`config.mk`:
```
export PLATFORM = sky130hd
export DESIGN_NAME = pipeline_hazard_ctrl_flat
export DESIGN_NICKNAME = d
export VERILOG_FILES = /design/src/rtl/pipe_pkg.sv /design/src/rtl/pipeline_hazard_ctrl_if.sv /design/src/rtl/hazard_fwd_unit.sv /design/src/rtl/pipeline_hazard_ctrl.sv /design/src/flat_wrapper.sv
export SDC_FILE = /design/constraint.sdc
export NUM_CORES = 1
export LEC_CHECK = 0
export ABC_AREA = 1
export CORE_ASPECT_RATIO = 1.25
export CORE_MARGIN = 3
export CORE_UTILIZATION = 46
export CTS_CLUSTER_DIAMETER = 120
export DETAILED_ROUTE_END_ITERATION = 10
export PLACE_DENSITY_LB_ADDON = 0.25
export SLEW_MARGIN = 0
export SYNTH_ARGS = -nofsm -noshare
export SYNTH_HDL_FRONTEND = slang
export SYNTH_SLANG_ARGS = --single-unit
```
`constraint.sdc`:
```
create_clock -name clk -period 2 [get_ports clk]
set_clock_uncertainty 0.2 [all_clocks]
set_input_delay 0.3 -clock clk [delete_from_list [all_inputs] [get_ports clk]]
set_output_delay 0.3 -clock clk [all_outputs]
set_load 0.03 [all_outputs]
```
`src/rtl/pipe_pkg.sv`:
```
// Shared types for the F/D/E/M/W hazard controller: forwarding selects, controller states, helpers.
// Pure definitions, no logic of its own.
package pipe_pkg;

    typedef enum logic [1:0] {
        FWD_RF = 2'b00,
        FWD_W  = 2'b01,
        FWD_M  = 2'b10
    } fwd_sel_t;

    typedef enum logic [1:0] {
        RUN,
        DRAIN,
        HALT,
        STEP
    } ctrl_state_t;

    localparam logic [4:0] REG_ZERO = 5'd0;

    // The M stage holds the younger result, so it wins over W.
    function automatic fwd_sel_t fwd_select(
        input logic [4:0] src,
        input logic       reg_write_m,
        input logic [4:0] write_reg_m,
        input logic       reg_write_w,
        input logic [4:0] write_reg_w
    );
        if (reg_write_m && (write_reg_m != REG_ZERO) && (write_reg_m == src)) begin
            return FWD_M;
        end
        if (reg_write_w && (write_reg_w != REG_ZERO) && (write_reg_w == src)) begin
            return FWD_W;
        end
        return FWD_RF;
    endfunction

endpackage

```
`src/rtl/pipeline_hazard_ctrl_if.sv`:
```
// Bundle between the pipeline datapath (master) and the hazard controller (slave).
// Master drives register fields, write enables and debug requests; slave returns selects, enables and counters.
interface pipeline_hazard_ctrl_if #(
    parameter int CNT_W = 16
) ();
    import pipe_pkg::*;

    logic [4:0]       rs_D;
    logic [4:0]       rt_D;
    logic [4:0]       rs_E;
    logic [4:0]       rt_E;
    logic [4:0]       write_reg_E;
    logic [4:0]       write_reg_M;
    logic [4:0]       write_reg_W;
    logic             reg_write_E;
    logic             reg_write_M;
    logic             reg_write_W;
    logic             mem_to_reg_E;
    logic             pc_src_M;
    logic             halt_req;
    logic             step_req;

    fwd_sel_t         forward_a_E;
    fwd_sel_t         forward_b_E;
    logic             stall_F;
    logic             stall_D;
    logic             flush_D;
    logic             flush_E;
    logic             flush_M;
    logic             halted;
    logic [CNT_W-1:0] stall_cnt;
    logic [CNT_W-1:0] flush_cnt;

    modport master (
        output rs_D, rt_D, rs_E, rt_E,
        output write_reg_E, write_reg_M, write_reg_W,
        output reg_write_E, reg_write_M, reg_write_W,
        output mem_to_reg_E, pc_src_M, halt_req, step_req,
        input  forward_a_E, forward_b_E,
        input  stall_F, stall_D, flush_D, flush_E, flush_M,
        input  halted, stall_cnt, flush_cnt
    );

    modport slave (
        input  rs_D, rt_D, rs_E, rt_E,
        input  write_reg_E, write_reg_M, write_reg_W,
        input  reg_write_E, reg_write_M, reg_write_W,
        input  mem_to_reg_E, pc_src_M, halt_req, step_req,
        output forward_a_E, forward_b_E,
        output stall_F, stall_D, flush_D, flush_E, flush_M,
        output halted, stall_cnt, flush_cnt
    );

endinterface

```
`src/rtl/hazard_fwd_unit.sv`:
```
// E-stage operand forwarding selects and load-use hazard detect; purely combinational.
// Zero latency; no backpressure of its own, lwstall is consumed by the controller.
module hazard_fwd_unit
    import pipe_pkg::*;
(
    input  logic [4:0] rs_D,
    input  logic [4:0] rt_D,
    input  logic [4:0] rs_E,
    input  logic [4:0] rt_E,
    input  logic [4:0] write_reg_M,
    input  logic [4:0] write_reg_W,
    input  logic       reg_write_E,
    input  logic       reg_write_M,
    input  logic       reg_write_W,
    input  logic       mem_to_reg_E,
    output fwd_sel_t   fwd_a,
    output fwd_sel_t   fwd_b,
    output logic       lwstall
);

    always_comb begin
        fwd_a = fwd_select(rs_E, reg_write_M, write_reg_M, reg_write_W, write_reg_W);
        fwd_b = fwd_select(rt_E, reg_write_M, write_reg_M, reg_write_W, write_reg_W);
        // A load's destination is its rt field while it sits in E.
        lwstall = mem_to_reg_E && reg_write_E && (rt_E != REG_ZERO) &&
                  ((rt_E == rs_D) || (rt_E == rt_D));
    end

endmodule

```
`src/rtl/pipeline_hazard_ctrl.sv`:
```
// Hazard/sequencing controller: forwarding, load-use stall, branch flush, run/drain/halt/step FSM, event counters.
// Stall/flush/forward outputs are same-cycle combinational; halted and counters are registered.
module pipeline_hazard_ctrl
    import pipe_pkg::*;
#(
    parameter int DRAIN_CYCLES = 4,
    parameter int CNT_W        = 16
) (
    input  logic                   clk,
    input  logic                   rst_n,
    pipeline_hazard_ctrl_if.slave  hz
);

    localparam logic [2:0]       DCNT_LAST = 3'(DRAIN_CYCLES - 1);
    localparam logic [CNT_W-1:0] CNT_MAX   = '1;

    fwd_sel_t         fwd_a;
    fwd_sel_t         fwd_b;
    logic             lwstall;
    logic             branch;
    logic             freeze;

    ctrl_state_t      state_q, state_d;
    logic [2:0]       dcnt_q, dcnt_d;
    logic             halted_q, halted_d;
    logic [CNT_W-1:0] stall_cnt_q, stall_cnt_d;
    logic [CNT_W-1:0] flush_cnt_q, flush_cnt_d;

    logic             stall_f_c, stall_d_c, flush_d_c, flush_e_c, flush_m_c;
    logic             unused_write_reg_e;

    assign unused_write_reg_e = ^hz.write_reg_E;

    hazard_fwd_unit u_fwd (
        .rs_D         (hz.rs_D),
        .rt_D         (hz.rt_D),
        .rs_E         (hz.rs_E),
        .rt_E         (hz.rt_E),
        .write_reg_M  (hz.write_reg_M),
        .write_reg_W  (hz.write_reg_W),
        .reg_write_E  (hz.reg_write_E),
        .reg_write_M  (hz.reg_write_M),
        .reg_write_W  (hz.reg_write_W),
        .mem_to_reg_E (hz.mem_to_reg_E),
        .fwd_a        (fwd_a),
        .fwd_b        (fwd_b),
        .lwstall      (lwstall)
    );

    always_comb begin
        branch  = hz.pc_src_M;
        freeze  = (state_q == DRAIN) || (state_q == HALT);
        state_d = state_q;
        dcnt_d  = dcnt_q;

        case (state_q)
            RUN: begin
                if (hz.halt_req) begin
                    state_d = DRAIN;
                    dcnt_d  = 3'd0;
                end
            end
            DRAIN: begin
                // A redirect refills the front end, so the drain has to start over.
                if (!hz.halt_req) begin
                    state_d = RUN;
                end else if (branch) begin
                    dcnt_d = 3'd0;
                end else if (dcnt_q == DCNT_LAST) begin
                    state_d = HALT;
                end else begin
                    dcnt_d = dcnt_q + 3'd1;
                end
            end
            HALT: begin
                if (hz.step_req) begin
                    state_d = STEP;
                end else if (!hz.halt_req) begin
                    state_d = RUN;
                end
            end
            STEP: begin
                if (!(lwstall && !branch)) begin
                    state_d = DRAIN;
                    dcnt_d  = 3'd0;
                end
            end
            default: state_d = RUN;
        endcase

        halted_d = (state_d == HALT);

        if (branch) begin
            stall_f_c = 1'b0;
            stall_d_c = 1'b0;
            flush_d_c = 1'b1;
            flush_e_c = 1'b1;
            flush_m_c = 1'b1;
        end else begin
            stall_f_c = freeze || lwstall;
            stall_d_c = lwstall;
            flush_d_c = freeze;
            flush_e_c = lwstall;
            flush_m_c = 1'b0;
        end

        stall_cnt_d = stall_cnt_q;
        if (lwstall && !branch && (stall_cnt_q != CNT_MAX)) begin
            stall_cnt_d = stall_cnt_q + CNT_W'(1);
        end
        flush_cnt_d = flush_cnt_q;
        if (branch && (flush_cnt_q != CNT_MAX)) begin
            flush_cnt_d = flush_cnt_q + CNT_W'(1);
        end
    end

    always_ff @(posedge clk or negedge rst_n) begin
        if (!rst_n) begin
            state_q     <= RUN;
            dcnt_q      <= 3'd0;
            halted_q    <= 1'b0;
            stall_cnt_q <= '0;
            flush_cnt_q <= '0;
        end else begin
            state_q     <= state_d;
            dcnt_q      <= dcnt_d;
            halted_q    <= halted_d;
            stall_cnt_q <= stall_cnt_d;
            flush_cnt_q <= flush_cnt_d;
        end
    end

    // Combinational outputs are forced quiet while reset is held.
    assign hz.forward_a_E = rst_n ? fwd_a : FWD_RF;
    assign hz.forward_b_E = rst_n ? fwd_b : FWD_RF;
    assign hz.stall_F     = rst_n & stall_f_c;
    assign hz.stall_D     = rst_n & stall_d_c;
    assign hz.flush_D     = rst_n & flush_d_c;
    assign hz.flush_E     = rst_n & flush_e_c;
    assign hz.flush_M     = rst_n & flush_m_c;
    assign hz.halted      = halted_q;
    assign hz.stall_cnt   = stall_cnt_q;
    assign hz.flush_cnt   = flush_cnt_q;

endmodule

```
`src/flat_wrapper.sv`:
```
// flat-port wrapper written by rule: the top's interface ports become plain ports
module pipeline_hazard_ctrl_flat import pipe_pkg::*;
#(
    parameter int DRAIN_CYCLES = 4,
    parameter int CNT_W        = 16
)
  (clk, rst_n, hz_rs_D, hz_rt_D, hz_rs_E, hz_rt_E, hz_write_reg_E, hz_write_reg_M, hz_write_reg_W, hz_reg_write_E, hz_reg_write_M, hz_reg_write_W, hz_mem_to_reg_E, hz_pc_src_M, hz_halt_req, hz_step_req, hz_forward_a_E, hz_forward_b_E, hz_stall_F, hz_stall_D, hz_flush_D, hz_flush_E, hz_flush_M, hz_halted, hz_stall_cnt, hz_flush_cnt);
  pipeline_hazard_ctrl_if #(.CNT_W(CNT_W)) hz_i ();
  input  logic clk;
  input  logic rst_n;
  input wire logic [$bits(hz_i.rs_D)-1:0] hz_rs_D;
  input wire logic [$bits(hz_i.rt_D)-1:0] hz_rt_D;
  input wire logic [$bits(hz_i.rs_E)-1:0] hz_rs_E;
  input wire logic [$bits(hz_i.rt_E)-1:0] hz_rt_E;
  input wire logic [$bits(hz_i.write_reg_E)-1:0] hz_write_reg_E;
  input wire logic [$bits(hz_i.write_reg_M)-1:0] hz_write_reg_M;
  input wire logic [$bits(hz_i.write_reg_W)-1:0] hz_write_reg_W;
  input wire logic [$bits(hz_i.reg_write_E)-1:0] hz_reg_write_E;
  input wire logic [$bits(hz_i.reg_write_M)-1:0] hz_reg_write_M;
  input wire logic [$bits(hz_i.reg_write_W)-1:0] hz_reg_write_W;
  input wire logic [$bits(hz_i.mem_to_reg_E)-1:0] hz_mem_to_reg_E;
  input wire logic [$bits(hz_i.pc_src_M)-1:0] hz_pc_src_M;
  input wire logic [$bits(hz_i.halt_req)-1:0] hz_halt_req;
  input wire logic [$bits(hz_i.step_req)-1:0] hz_step_req;
  output wire logic [$bits(hz_i.forward_a_E)-1:0] hz_forward_a_E;
  output wire logic [$bits(hz_i.forward_b_E)-1:0] hz_forward_b_E;
  output wire logic [$bits(hz_i.stall_F)-1:0] hz_stall_F;
  output wire logic [$bits(hz_i.stall_D)-1:0] hz_stall_D;
  output wire logic [$bits(hz_i.flush_D)-1:0] hz_flush_D;
  output wire logic [$bits(hz_i.flush_E)-1:0] hz_flush_E;
  output wire logic [$bits(hz_i.flush_M)-1:0] hz_flush_M;
  output wire logic [$bits(hz_i.halted)-1:0] hz_halted;
  output wire logic [$bits(hz_i.stall_cnt)-1:0] hz_stall_cnt;
  output wire logic [$bits(hz_i.flush_cnt)-1:0] hz_flush_cnt;
  assign hz_i.rs_D = hz_rs_D;
  assign hz_i.rt_D = hz_rt_D;
  assign hz_i.rs_E = hz_rs_E;
  assign hz_i.rt_E = hz_rt_E;
  assign hz_i.write_reg_E = hz_write_reg_E;
  assign hz_i.write_reg_M = hz_write_reg_M;
  assign hz_i.write_reg_W = hz_write_reg_W;
  assign hz_i.reg_write_E = hz_reg_write_E;
  assign hz_i.reg_write_M = hz_reg_write_M;
  assign hz_i.reg_write_W = hz_reg_write_W;
  assign hz_i.mem_to_reg_E = hz_mem_to_reg_E;
  assign hz_i.pc_src_M = hz_pc_src_M;
  assign hz_i.halt_req = hz_halt_req;
  assign hz_i.step_req = hz_step_req;
  assign hz_forward_a_E = hz_i.forward_a_E;
  assign hz_forward_b_E = hz_i.forward_b_E;
  assign hz_stall_F = hz_i.stall_F;
  assign hz_stall_D = hz_i.stall_D;
  assign hz_flush_D = hz_i.flush_D;
  assign hz_flush_E = hz_i.flush_E;
  assign hz_flush_M = hz_i.flush_M;
  assign hz_halted = hz_i.halted;
  assign hz_stall_cnt = hz_i.stall_cnt;
  assign hz_flush_cnt = hz_i.flush_cnt;
  pipeline_hazard_ctrl #(.DRAIN_CYCLES(DRAIN_CYCLES), .CNT_W(CNT_W)) u_core (.clk(clk), .rst_n(rst_n), .hz(hz_i));
endmodule
```
==> results of run 1 <==
## how the worst max path moves through the flow
stage               cells past startpoint                             endpoint
global placement                        7                    hz_forward_a_E[1]
detailed placement                      7                    hz_forward_a_E[1]
CTS                                     7                    hz_forward_b_E[0]
finish                                 10                           hz_stall_F
global route                           12                           hz_stall_D
floorplan                              11  u_core.hz.stall_cnt[11]$_DFFE_PN0P_
## metal layers
| layer | vias up | part of all wire | GRT usage | wire (um) |
|---|---|---|---|---|
| met5 | - | 0 | 0 | 0 |
| met4 | 0 | 0.027 | 0.100 | 231 |
| met3 | 25 | 0.059 | 0.0558 | 502 |
| met2 | 104 | 0.53 | 0.418 | 4510 |
| met1 | 1366 | 0.39 | 0.284 | 3290 |
| li1 | 1357 | - | - | - |
## per-stage QoR
stage	cells	total power [mW]	cell area [um^2]	setup slack (ns)
6_report	538	3.31	4210	0.00914
5_1_grt	538	3.49	4210	-0.0708
4_1_cts	536	3.20	4050	-0.123
3_5_place_dp	519	2.36	3770	-0.796
3_3_place_gp	519	2.32	3770	-0.727
2_1_floorplan	336	1.78	2610	0.0252
## cell type report
type                            instances  area (um^2)  area share
Multi-Input combinational cell        249         1690       0.401
Sequential cell                        38          953       0.227
Clock buffer                            6         82.6      0.0196
Clock inverter                          2         60.1      0.0143
Tap cell                               62         77.6      0.0184
Inverter                               47          181      0.0431
Timing Repair Buffer                  134         1160       0.277
## sequential cells by signal (all words and copies together) (netlist names)
signal,cells
u_core.hz.stall_cnt,16
u_core.hz.flush_cnt,16
u_core.dcnt_q,3
u_core.state_q,2
u_core.hz.halted,1
## critical path, delay by kind of cell
kind            cells  cell delay, ns
compound gates      1            0.18
buf+inv             3            0.48
simple gates        6            0.54
## kinds of logic after synthesis
group,after synthesis
XOR/XNOR,44
buffers and inverters,49
adder cells (fa/ha/maj),10
AND/OR/NAND/NOR,166
flip-flops,38
AO/OA/AOI/OAI,29
## what timing repair did
action,4_1_cts,5_1_grt
endpoints found under the hold margin,38,0
setup buffers,8,4
hold buffers,1,0
resized for setup,90,67
endpoints found under the setup margin,25,22
pin swaps,19,21
## cells in the final DEF (no fill, tap or decap), types with 3 or more instances in the layout
master,instances
nand2_1,79
buf_4,57
dfrtp_1,36
inv_1,34
clkdlybuf4s50_1,33
xor2_1,25
nor2_1,24
nand3_1,15
xnor2_1,15
inv_2,12
dlygate4sd2_1,10
a21oi_1,9
nor2_2,9
nand4_1,9
ha_1,8
o21ai_0,7
clkbuf_2,7
clkbuf_8,6
buf_2,6
buf_6,6
nand2_2,5
dlymetal6s2s_1,5
o21ai_1,4
clkdlybuf4s15_1,4
nand3_2,3
xor2_4,3
o22ai_1,3
nor3_2,3
nor4_1,3
buf_8,3
## power by group through the flow
stage	combinational (mW)	clock, mW	sequential (mW)
floorplan	0.470	0	1.31
global placement	1.24	0	1.07
finish	1.42	0.816	1.08
global route	1.53	0.858	1.10
detailed placement	1.28	0	1.08
CTS	1.30	0.826	1.07
==> impl_metrics.json, run 1 <==
{
  "outcome": "finished, final reports clean",
  "switching_share": 0.376,
  "critical_path.startpoint": "hz_rs_D[1]",
  "ys_ff_latch": 38,
  "whs_ns": 0.292,
  "syn_area_mm2": 0.00259,
  "hold_violations": 0,
  "num_io_pins": 86,
  "crit_path_end_kind": "output port",
  "synth_adder_area_share": 0.0482,
  "path_clk_slew_ns": 0.08,
  "rsz0062_at_grt": "true",
  "rr_worst_depth": 10,
  "vias_per_cell": 5.30,
  "gp_congestion": 0.895,
  "max_stage_delay_ns": 0.22,
  "num_antenna_cells": 0,
  "seq_area_frac_synth": 0.366,
  "grt_overflow": 0,
  "worstPathCellList": "clkdlybuf4s15_1 > inv_1 > nand2_1 > nand2_1 > nor2_2 > nand3_2 > nand2_2 > nand2_4 > a211oi_2 > buf_4",
  "holdPathStages": 1,
  "worstHoldStart": "u_core.hz.flush_cnt[4]$_DFFE_PN0P_",
  "worst_pin_slew_ns": 0.490,
  "tritoncts": "done",
  "drc": 0,
  "powerDensity_mw_per_mm2": 787,
  "required_ns": 1.50,
  "cts_buffer_depth": 2,
  "clock_sinks": 38,
  "grt_pass1_wl_mm": 12.8,
  "critPathKind": "input port to output port",
  "max_freq_mhz": 502,
  "synth_nets": 390,
  "rows": 29,
  "wl_per_cell_um": 15.9,
  "pwr-share-clk": 0.246,
  "crit_path_start_kind": "input port",
  "final-setup-viol-count": 0,
  "yosys.area_share.simple": 0.295,
  "drv_cap": 0,
  "arrival_ns": 1.49,
  "nNetsFinal": 529,
  "synth_cell_types": 32,
  "dp_hpwl_mm": 5.71,
  "cts-buffers-inserted": 5,
  "firstDrtPassIters": 4,
  "yosysMostFrequentCell": "nand2_1",
  "min_path_type": "flip-flop to flip-flop",
  "num-fill-cells": 368,
  "relSlewSlack": 0.673,
  "vias": 2852,
  "synth_top_cell_by_area": "dfrtp_1",
  "synthArstFlopShare": 1.00,
  "ys_top_cells_by_area": "dfrtp_1 (37%), nand2_1 (12%), xor2_1 (9.5%)",
  "grt_pass1_vias": 2769,
  "htreeDepth": 2,
  "crit_slowest_cell": "clkdlybuf4s15_1",
  "area_growth_pct": 62.2,
  "cp_common_cell": "nand2_1",
  "min_to": "u_core.hz.flush_cnt[4]$_DFFE_PN0P_",
  "synth-edff-count": 0,
  "die_area_mm2": 0.00658,
  "synth_xor_area_frac": 0.149,
  "clk_latency_ns": 0.29,
  "io_buffers": 80,
  "vdd_drop_max_uv": 780,
  "intPower_mw": 2.07,
  "drv_slew": 0,
  "power_leakage_nw": 2.15,
  "netlist_top_cells_count": "nand2_1 (81), inv_1 (41), dfrtp_1 (38), nor2_1 (29), xor2_1 (28)",
  "crit_fanout": 3,
  "grt_antenna_before_repair": 0,
  "die_h_um": 90.0,
  "grt_max_degree": 39,
  "p_sw_mw": 1.25,
  "power_frac_comb": 0.429,
  "synth_compound_area_frac": 0.0651,
  "synthMuxAreaShare": 0,
  "synth_top_area_frac": 0.366,
  "p_seq_frac": 0.325,
  "drtIter0Drc": 119,
  "netlist_instances": 336,
  "coreArea_mm2": 0.00526,
  "drt_wl_total_mm": 8.53,
  "syn_avg_cell_area_um2": 7.72,
  "synth_top_family_by_area": "simple AND/OR/NAND/NOR gates",
  "layout_min_cycle_time_ns": 1.99,
  "r2r_end": "u_core.hz.stall_cnt[5]$_DFFE_PN0P_",
  "drive_gt1_frac": 0.303,
  "grt.total_usage": 0.244,
  "final_antenna_net_count": 0,
  "initial_utilization": 0.493,
  "yosysWarnings": 0,
  "worstReg2RegStart": "u_core.hz.stall_cnt[7]$_DFFE_PN0P_",
  "synth_flop_cell": "dfrtp_1",
  "final_util": 0.800,
  "die_width_um": 73.2,
  "clock-root-buffer": "clkbuf_8",
  "reg2reg_setup_slack_ns": 0.04,
  "finalSetupTns_ns": 0,
  "finalCritPeriodShare": 0.995
}
Power figures use the tool's default switching activity.
==> run 2: changes to the inputs <==
CTS_CLUSTER_DIAMETER = default   (was 120)
==> results of run 2 <==
The final DEF is identical to that of run 1; final timing and power are the same.
==> run 3: changes to the inputs <==
TNS_END_PERCENT = 30   (was default)
==> run 3 against run 2 <==
Compared with the run above: combinational power about the same; worst setup slack better by 0.017 ns; wire length down 13%; sequential cell count unchanged; cell count up 0.74%; non-clock buffer count up 4; power down 6.1%; register-to-register slack better by 0.06 ns; first-iteration DRC count up 15%; largest power group unchanged.
==> impl_metrics.json, run 3 (synthesis results as in run 1) <==
{
  "die_width_um": 73.2,
  "layout_min_cycle_time_ns": 1.97,
  "grt_pass1_wl_mm": 11.9,
  "drv_cap": 0,
  "required_ns": 1.50,
  "htreeDepth": 2,
  "grt.total_usage": 0.224,
  "clock_sinks": 38,
  "io_buffers": 80,
  "wl_per_cell_um": 13.6,
  "firstDrtPassIters": 4,
  "num_io_pins": 86,
  "drive_gt1_frac": 0.277,
  "vdd_drop_max_uv": 831,
  "grt_antenna_before_repair": 0,
  "grt_pass1_vias": 2625,
  "vias_per_cell": 5.11,
  "crit_path_start_kind": "input port",
  "path_clk_slew_ns": 0.08,
  "cts_buffer_depth": 2,
  "nNetsFinal": 533,
  "drt_wl_total_mm": 7.39,
  "placed_area_mm2": 0.00380,
  "worst_pin_slew_ns": 0.468,
  "critPathKind": "input port to output port",
  "coreArea_mm2": 0.00526,
  "finalCritPeriodShare": 0.987,
  "drtIter0Drc": 137,
  "vias": 2770,
  "clk_latency_ns": 0.29,
  "finalSetupTns_ns": 0,
  "layout_commonest_cell": "nand2_1",
  "min_path_type": "flip-flop to flip-flop",
  "arrival_ns": 1.47,
  "max_freq_mhz": 507,
  "final_antenna_net_count": 0,
  "cts-buffers-inserted": 5,
  "gp_congestion": 0.866,
  "hold_violations": 0,
  "num_antenna_cells": 0,
  "die_h_um": 90.0,
  "crit_fanout": 2,
  "die_area_mm2": 0.00658,
  "power_leakage_nw": 2.14,
  "initial_utilization": 0.493,
  "drv_slew": 0,
  "powerDensity_mw_per_mm2": 757,
  "outcome": "finished, final reports clean",
  "tritoncts": "done",
  "final_cell_mix": "nand2_1 (81), buf_4 (61), dfrtp_1 (37)",
  "area_growth_pct": 58.3,
  "final_cell_area_mm2": 0.00411,
  "drc": 0,
  "dp_hpwl_mm": 5.35,
  "final-setup-viol-count": 0,
  "grt_overflow": 0,
  "relSlewSlack": 0.688,
  "clock-root-buffer": "clkbuf_8",
  "crit_path_end_kind": "output port",
  "grt_max_degree": 39,
  "rows": 29,
  "rsz0062_at_grt": "true"
}
## run 3: worst paths after layout
| path | startpoint | to | slack (ns) | depth (start not counted) |
|---|---|---|---|---|
| max | hz_rs_E[2] | hz_forward_a_E[0] | 0.03 | 7 |
| max reg2reg | u_core.hz.flush_cnt[1]$_DFFE_PN0P_ | u_core.hz.flush_cnt[8]$_DFFE_PN0P_ | 0.10 | 9 |
| min | u_core.hz.flush_cnt[4]$_DFFE_PN0P_ | u_core.hz.flush_cnt[4]$_DFFE_PN0P_ | 0.30 | 1 |
| min reg2reg | u_core.hz.flush_cnt[4]$_DFFE_PN0P_ | u_core.hz.flush_cnt[4]$_DFFE_PN0P_ | 0.30 | 1 |
| max in group asynchronous | rst_n | u_core.hz.stall_cnt[4]$_DFFE_PN0P_ | 0.81 | 3 |
| min in group asynchronous | rst_n | u_core.hz.flush_cnt[15]$_DFFE_PN0P_ | 0.45 | 3 |
## run 3: area by class of cell
type | instances | area, um^2
flip-flops and latches | 38 | 952
fillers | 364 | 1150
clock inverters | 2 | 37.5
inverters | 47 | 181
clock buffers | 6 | 72.6
multi-input cells | 249 | 1590
well taps | 62 | 77.6
repair buffers | 138 | 1190
## run 3: routing by layer
metal	share of wire	routed length (um)	GRT usage	vias up
met5	0	0	0	-
met4	0.010	75	0.0554	0
met3	0.051	378	0.0402	8
li1	-	-	-	1369
met1	0.43	3190	0.283	1312
met2	0.51	3750	0.385	81
## run 3: where the power goes
group          leakage, nW  internal [mW]  total (mW)  switching (mW)
Clock               0.0514          0.372       0.657           0.284
Sequential           0.479          0.914        1.05           0.139
Combinational         1.61          0.620        1.40           0.780
Total                 2.14           1.91        3.11            1.20
## run 3: worst max-delay path, stage by stage
cell             delay (ns)
clkdlybuf4s15_2        0.21
buf_4                  0.14
xor2_1                 0.16
a2111oi_4              0.19
nand4_1                0.15
nor2_1                 0.15
buf_4                  0.18
## run 3: per-stage QoR
| stage | hold WS [ns] | util | worst slack (ns) | power, mW | instances |
|---|---|---|---|---|---|
| 2_1_floorplan | -0.196 | - | -0.101 | 1.77 | 336 |
| 3_3_place_gp | 0.228 | 0.722 | -0.722 | 2.33 | 522 |
| 3_5_place_dp | 0.234 | 0.722 | -0.756 | 2.36 | 522 |
| 4_1_cts | 0.298 | 0.768 | -0.0753 | 3.06 | 538 |
| 5_1_grt | 0.316 | 0.781 | -0.0272 | 3.30 | 542 |
| 6_report | 0.297 | 0.781 | 0.0261 | 3.11 | 542 |
## run 3: what timing repair did
item / CTS / global route
endpoints found under the setup margin: 15 / 16
buffers inserted: 7 / 6
pin swaps: 20 / 20
endpoints found under the hold margin: 38 / 0
hold buffers: 1 / 0
resized for setup: 85 / 45
